--- src/rtl/updown_counter_param.sv ---
// Parametrised up/down counter with wrap or saturate boundaries, synchronous load,
// combinational terminal-count decodes, a one-cycle boundary pulse and a sticky boundary flag.
module updown_counter_param #(
  parameter int WIDTH    = 8,
  parameter int MAX_VAL  = 2**WIDTH - 1,
  parameter bit SATURATE = 1'b0
) (
  input  logic             clk,
  input  logic             rst,
  input  logic             en,
  input  logic             up,
  input  logic             load,
  input  logic [WIDTH-1:0] load_val,
  input  logic             clr_flag,
  output logic [WIDTH-1:0] count,
  output logic             at_max,
  output logic             at_zero,
  output logic             wrap_pulse,
  output logic             ovf_flag
);

  localparam logic [WIDTH-1:0] MAX = WIDTH'(MAX_VAL);

  logic [WIDTH-1:0] count_next;
  logic             boundary;

  assign at_max  = (count == MAX);
  assign at_zero = (count == '0);

  // NOTE: every signal written here gets a default first, so no path leaves it unassigned and infers a latch.
  always_comb begin
    count_next = count;
    boundary   = 1'b0;
    if (load) begin
      count_next = (load_val > MAX) ? MAX : load_val;
    end else if (en) begin
      if (up) begin
        boundary   = at_max;
        count_next = at_max ? (SATURATE ? MAX : '0) : count + WIDTH'(1);
      end else begin
        boundary   = at_zero;
        count_next = at_zero ? (SATURATE ? '0 : MAX) : count - WIDTH'(1);
      end
    end
  end

  // NOTE: non-blocking assignments make every register update from pre-edge values, independent of statement order.
  always_ff @(posedge clk) begin
    if (rst) begin
      count      <= '0;
      wrap_pulse <= 1'b0;
      ovf_flag   <= 1'b0;
    end else begin
      count      <= count_next;
      wrap_pulse <= boundary;
      // A boundary event on the same edge as clr_flag keeps the flag set.
      if (boundary) begin
        ovf_flag <= 1'b1;
      end else if (clr_flag) begin
        ovf_flag <= 1'b0;
      end
    end
  end

endmodule

--- config.mk ---
export PLATFORM = sky130hd
export DESIGN_NAME = updown_counter_param
export DESIGN_NICKNAME = d
export VERILOG_FILES = /design/src/rtl/updown_counter_param.sv
export SDC_FILE = /design/constraint.sdc
export NUM_CORES = 1
export LEC_CHECK = 0
export CORE_MARGIN = 5
export CORE_UTILIZATION = 50
export CTS_CLUSTER_DIAMETER = 120
export DETAILED_ROUTE_END_ITERATION = 7
export GPL_TIMING_DRIVEN = 0
export PLACE_DENSITY = 0.95
export SYNTH_ARGS = -nofsm -noshare
export SYNTH_HDL_FRONTEND = slang
export SYNTH_SLANG_ARGS = --single-unit
--- constraint.sdc ---
create_clock -name clk -period 2.6 [get_ports clk]
set_input_delay 0.52 -clock clk [delete_from_list [all_inputs] [get_ports clk]]
set_output_delay 0.52 -clock clk [all_outputs]
set_load 0.01 [all_outputs]
==> results of run 1 <==
cells by family after synthesis:
group / share of synthesized area (%)
buf+inv: 11.0
simple gates: 32.4
xor+xnor: 2.93
flops: 22.3
compound gates: 26.1
fa+ha+maj: 4.18
mux: 1.12
flip-flops by register name, indices dropped and copies added (netlist names):
signal      count
count           8
ovf_flag        1
wrap_pulse      1
metrics by stage:
step                setup WS [ps]  hold slack [ps]
floorplan                     708              474
global placement             4.82              440
detailed placement          -24.9              453
CTS                          86.1              462
global route                 20.5              486
finish                        112              454
what timing repair did:
item                                    in CTS  in global routing
pin swaps                                    0                  0
resized for setup                            7                  1
endpoints found under the setup margin       1                  1
setup buffers                                1                  0
layout make-up:
| class | count | area share, % |
|---|---|---|
| multi-input combinational | 96 | 49.8 |
| buffer | 11 | 5.30 |
| inverter | 9 | 2.75 |
| timing repair buffer | 25 | 20.1 |
| clock buffer | 4 | 2.95 |
| sequential | 10 | 16.6 |
| tap | 25 | 2.55 |
placed cells by master, fill, tap and decap left out, types with 3 or more instances in the layout:
master / n
sky130_fd_sc_hd__o21ai_0: 4
sky130_fd_sc_hd__buf_2: 4
sky130_fd_sc_hd__buf_4: 3
sky130_fd_sc_hd__nand2_1: 6
sky130_fd_sc_hd__dfxtp_1: 9
sky130_fd_sc_hd__inv_1: 9
sky130_fd_sc_hd__xnor2_1: 3
sky130_fd_sc_hd__nand3_1: 6
sky130_fd_sc_hd__o21ai_1: 3
sky130_fd_sc_hd__a21oi_1: 13
sky130_fd_sc_hd__nor2_1: 14
sky130_fd_sc_hd__a31oi_1: 3
sky130_fd_sc_hd__clkbuf_4: 4
sky130_fd_sc_hd__clkdlybuf4s50_1: 23
sky130_fd_sc_hd__clkbuf_1: 3
sky130_fd_sc_hd__nor4_1: 3
sky130_fd_sc_hd__nor3_1: 7
final timing paths:
kind | to | slack, ps | depth (start not counted)
worst max register to register | count[4] | 710 | 8
worst min register to register | ovf_flag | 450 | 2
worst min-delay path | ovf_flag | 450 | 2
worst max-delay path | at_max | 110 | 5
tightest hold or removal path, stage by stage (launching register included):
cell,delay (ps)
sky130_fd_sc_hd__dfxtp_1,310
sky130_fd_sc_hd__nand2_1,50
sky130_fd_sc_hd__o21ai_1,50
synth_stat cells (all sizes together):
library cell	count	share of area (%)
a221o	1	1.1
o211ai	2	1.7
or4	1	1.3
dfxtp	10	22
or2	1	0.70
a2111oi	2	2.2
a21oi	13	7.3
o311a	1	1.1
ha	3	4.2
and3	2	1.4
a21o	1	0.84
mux2i	1	1.1
nor3b	4	3.9
nor2b	2	1.4
nor4	3	2.1
nand4	2	1.4
nand2	6	2.5
nand3	6	3.3
o21ai	7	3.9
nor3	8	5.0
xnor2	3	2.9
nor2	15	7.1
a211oi	3	3.1
nand3b	1	0.84
buf	7	5.2
inv	9	3.8
a311oi	1	0.98
a311o	1	1.1
nand2b	1	0.70
a31oi	3	2.1
o22ai	1	0.70
or3	1	0.70
clkbuf	5	2.1
routing by layer:
metal  global-route usage, %  vias to the layer above
met5                       0                        -
met4                    11.1                        0
met3                    3.99                        7
met2                    34.5                       56
met1                    25.0                      486
li1                        -                      513
power by group:
part	total (mW)	internal, mW	switching [mW]	leakage (nW)
Sequential	0.176	0.164	0.0124	0.0831
Combinational	0.201	0.0993	0.102	0.373
Clock	0.148	0.0852	0.0630	0.0210
==> flow_metrics.tcl, run 1 <==
set metrics [dict create \
    maximum_clock_skew_at_final_layout_ps 3.40 \
    synth.ff_latch_count 10 \
    detailedRoute.firstIterationViolations 55 \
    chipWidth_um 52.4 \
    place_inst 176 \
    power.leakage_nw 0.477 \
    final_wirelength_mm 2.64 \
    wl_per_cell_um 14.7 \
    floorplan.io_pins 26 \
    critical-path-top-delay-family "buffers and inverters" \
    drv_slew 0 \
    route.vias.total 1062 \
    critical_path_class "flip-flop to output pin" \
    htree_levels 1 \
    route.met2.wl_mm 1.28 \
    hold_start "ovf_flag" \
    max-slew-margin-rel_pct 69.3 \
    core_area_mm2 0.00171 \
    max_freq_ghz 0.402 \
    dpl.hpwl_mm 1.87 \
    post-route-min-period_ps 2490 \
    total_power_uw 525 \
    finish.utilization_pct 71.9 \
    tritoncts "built" \
    place_area_mm2 0.00117 \
    gp_congestion 0.884 \
    port-buffer-count 24 \
    setup-violations-final 0 \
    cp_data_arrival_time_ps 1970 \
    sequential_cell_area_um2 204 \
    grt_pass1_vias 959 \
    antenna_cells_inserted 0 \
    topRoutingLayerUsed "met4" \
    cts_root_buf "sky130_fd_sc_hd__clkbuf_4" \
    rsz_0062_raised_after_global_routing "no" \
    ys.warnings.count 0 \
    cts_made_buffers 3 \
    worst_skew_pair.late_latency_ps 280 \
    run_status "finished clean" \
    synth_nets 144 \
    floorplan.die_area_mm2 0.00274 \
    vdd_drop_max_uv 317 \
    antenna_found_initial 0 \
    nFillCells 144 \
    synthDistinctLibCells 40 \
    synth_area_per_cell_um2 7.06 \
    syn2layout_area_growth_pct 37.0 \
    timing.critical_path.from_type "flip-flop" \
    grt_first_pass_wirelength_mm 4.22 \
    report.final.hold_viol_count 0 \
    startpoint_of_the_worst_register_to_register_path "count[0]" \
    powerDensity_mw_per_mm2 428 \
    first_pass_iters 6 \
    drc_errors 0 \
    worst_slew_pin_slew_ps 461 \
    grt_start_max_net_pins 11 \
    final_cells 180 \
    crit_start "count[1]" \
    track_usage_pct 20.8 \
    cts_max_path_buffers 2 \
    cp_cell_sequence "ha_1, nand3_1, or2_1, inv_1, clkdlybuf4s50_1" \
    viasPerCell 5.90 \
    timing.critical_path.fanout_max 10 \
    setup_total_negative_slack_ps 0 \
    final_layout_size_suffix_gt1_share_pct 13.5 \
    holdBufCountCts 0 \
    met3_wire_length_um 233 \
    initial_core_util_pct 52.5 \
    timing.critical_path.slowest_stage_cell "sky130_fd_sc_hd__clkdlybuf4s50_1" \
    finalNetCount 173 \
    synth_seq_area_share_pct 22.3 \
    die_height_um 52.4 \
    m1WireLength_mm 1.07 \
    syn-instance-count 127 \
    synthesis.area_um2 897 \
    post-route-cell-area_mm2 0.00123 \
    critical_path_buf_inv_count 2 \
    finalCritPeriodShare_pct 95.7 \
    tritoncts_num_sinks 10 \
    clkSlewWorstSetupHoldPaths_ps 80 \
    multi_input_gate_area_in_the_final_layout_um2 612 \
    crit_path_end_kind "output pin" \
    antenna_violating_nets_post_route 0 \
    placement_rows 15 \
    max_cap_viol_count 0 \
    grt-ovfl-total 0 \
    hold_class "flip-flop to flip-flop" \
    crit_required_ps 2080 \
    cp_slowest_stage_delay_ps 530 \
]
No activity file was read; power rests on OpenSTA's default activity.
==> run 2, diff against run 1 <==
CTS_CLUSTER_DIAMETER = 80   (was 120)
==> results of run 2 <==
Same layout as run 1: the final DEF is identical, and so are final timing and power.
==> run 3, diff against run 2 <==
GPL_ROUTABILITY_DRIVEN = 0   (was not set)
==> flow_metrics.tcl, run 3 (synthesis results as in run 1) <==
set metrics [dict create \
    final_wirelength_mm 2.74 \
    post-route-cell-area_mm2 0.00124 \
    most-common-layout-cells "sky130_fd_sc_hd__clkdlybuf4s50_1, sky130_fd_sc_hd__nor2_1, sky130_fd_sc_hd__a21oi_1" \
    failed_checks "DRC" \
    post-route-min-period_ps 2460 \
    first_pass_iters 6 \
    p_seq_share_pct 32.6 \
    final_layout_size_suffix_gt1_share_pct 14.6 \
    drv_slew 0 \
    timing.critical_path.from_type "flip-flop" \
    fin_ws_ps 138 \
    place_area_mm2 0.00117 \
    htree_levels 1 \
    chipWidth_um 52.4 \
    cp_cell_sequence "ha_1, nand3_1, or2_1, inv_1, clkdlybuf4s50_1" \
    vdd_drop_max_uv 292 \
    worst_r2r_end "count[4]" \
    viasPerCell 6.13 \
    p_int_uw 352 \
    floorplan.io_pins 26 \
    power.share.clock_pct 27.8 \
    die_height_um 52.4 \
    nFillCells 128 \
    setup-violations-final 0 \
    antenna_found_initial 0 \
    cp_slowest_stage_delay_ps 530 \
    tritoncts_num_sinks 10 \
    worst_slew_pin_slew_ps 460 \
    clkSlewWorstSetupHoldPaths_ps 80 \
    critical-path-top-delay-family "buffers and inverters" \
    crit_start "count[0]" \
    startpoint_of_the_worst_register_to_register_path "count[0]" \
    maximum_clock_skew_at_final_layout_ps 1.95 \
    grt_pass1_vias 945 \
    max_cap_viol_count 0 \
    route.vias.total 1116 \
    detailedRoute.firstIterationViolations 69 \
    track_usage_pct 20.8 \
    power.combinational.fraction_pct 39.6 \
    report.final.hold_viol_count 0 \
    rsz_0062_raised_after_global_routing "no" \
    drc_errors 1 \
    timing.critical_path.slowest_stage_cell "sky130_fd_sc_hd__clkdlybuf4s50_1" \
    flip_flop_count_of_the_largest_register_after_layout 8 \
    initial_core_util_pct 52.5 \
    finalCritPeriodShare_pct 94.7 \
    wl_per_cell_um 15.1 \
    grt_first_pass_wirelength_mm 4.24 \
    total_switching_power_uw 182 \
    worst_skew_pair.late_latency_ps 270 \
    antenna_cells_inserted 0 \
    hold_class "flip-flop to flip-flop" \
    timing.critical_path.fanout_max 4 \
    run_status "finished with violations" \
    finalNetCount 175 \
    critical_path_buf_inv_count 2 \
    cp_data_arrival_time_ps 1940 \
    port-buffer-count 24 \
    regMostFlops "count" \
    critical_path_class "flip-flop to output pin" \
    max_freq_ghz 0.406 \
    final_common_cell "sky130_fd_sc_hd__clkdlybuf4s50_1" \
    powerDensity_mw_per_mm2 431 \
    r2r.worst_path.cells 9 \
    place_ws_ps -53.2 \
    dpl.hpwl_mm 1.87 \
    floorplan.die_area_mm2 0.00274 \
    critPathCapture "at_max" \
    core_area_mm2 0.00171 \
    crit_path_end_kind "output pin" \
    power.leakage_nw 0.497 \
    grt_start_max_net_pins 11 \
    cts_max_path_buffers 2 \
    cts_root_buf "sky130_fd_sc_hd__clkbuf_4" \
    setup_total_negative_slack_ps 0 \
    crit_required_ps 2080 \
    syn2layout_area_growth_pct 38.1 \
    grt-ovfl-total 0 \
    placement_rows 15 \
    proportion_of_total_power_due_to_net_switching_pct 34.0 \
    antenna_violating_nets_post_route 0 \
    cp.depth 5 \
    tritoncts "built" \
    cts_made_buffers 3 \
    largest_registers "count x8, ovf_flag x1, wrap_pulse x1" \
    setup.reg_to_reg.worst_slack_ps 740 \
    max-slew-margin-rel_pct 69.4 \
]
## run 3: cell types whose count changed in the layout (fill, tap and decap cells not counted), sizes merged
cell	change
dlymetal6s2s	+1
buf	+2
dlygate4sd2	-1
## run 3: metal layers
layer  track usage (%)  routed length [µm]  vias up
met3              3.70                 257       13
li1                  -                   -      519
met1              24.0                1080      498
met4              10.2                  90        0
met5                 0                   0        -
met2              36.4                1310       86
## run 3: timing repair
action                                  in CTS  in global routing
gates cloned                                 0                  0
buffers inserted                             2                  0
endpoints found under the hold margin        0                  0
pin swaps                                    0                  0
resized for setup                            5                  4
endpoints found under the setup margin       1                  1
hold buffers                                 0                  0
## run 3: worst register-to-register path, stage by stage, from the launching register on
cell	delay, ps
sky130_fd_sc_hd__dfxtp_1	370
sky130_fd_sc_hd__buf_2	230
sky130_fd_sc_hd__inv_2	80
sky130_fd_sc_hd__ha_2	220
sky130_fd_sc_hd__nor3b_4	170
sky130_fd_sc_hd__nand3b_1	120
sky130_fd_sc_hd__buf_4	140
sky130_fd_sc_hd__a21oi_1	60
sky130_fd_sc_hd__nor4_1	290
sky130_fd_sc_hd__nor3_1	80
## run 3: power groups by stage
stage                     Clock (mW)  Sequential (mW)  Combinational [mW]
after floorplan                    0            0.180               0.120
after global placement             0            0.176               0.187
after detailed placement           0            0.176               0.193
after CTS                      0.149            0.174               0.207
after global routing           0.161            0.176               0.225
final                          0.148            0.174               0.212
## run 3: worst min-delay path by stage
stage	depth (start not counted)	start	endpoint	slack, ps
after floorplan	2	ovf_flag	ovf_flag	470
after global placement	2	ovf_flag	ovf_flag	440
after detailed placement	2	ovf_flag	ovf_flag	450
after CTS	2	ovf_flag	ovf_flag	460
after global routing	2	ovf_flag	ovf_flag	480
final	2	ovf_flag	ovf_flag	450
## run 3: layout make-up
class | instances | area, µm² | share of cell area (%)
multi-input combinational | 96 | 612 | 49.4
timing repair buffer | 26 | 258 | 20.8
tap | 25 | 31.3 | 2.53
buffer | 12 | 67.6 | 5.45
clock buffer | 4 | 36.3 | 2.93
sequential | 10 | 200 | 16.2
inverter | 9 | 33.8 | 2.73
## run 3: per-stage QoR
stage / hold WS, ps / std cells / util [%] / total power [mW]
final: 453 / 182 / 72.5 / 0.534
after global routing: 482 / 182 / 72.5 / 0.562
after CTS: 460 / 182 / 72.3 / 0.529
after detailed placement: 452 / 176 / 68.4 / 0.370
after global placement: 438 / 176 / 68.4 / 0.363
after floorplan: 474 / 127 / - / 0.300
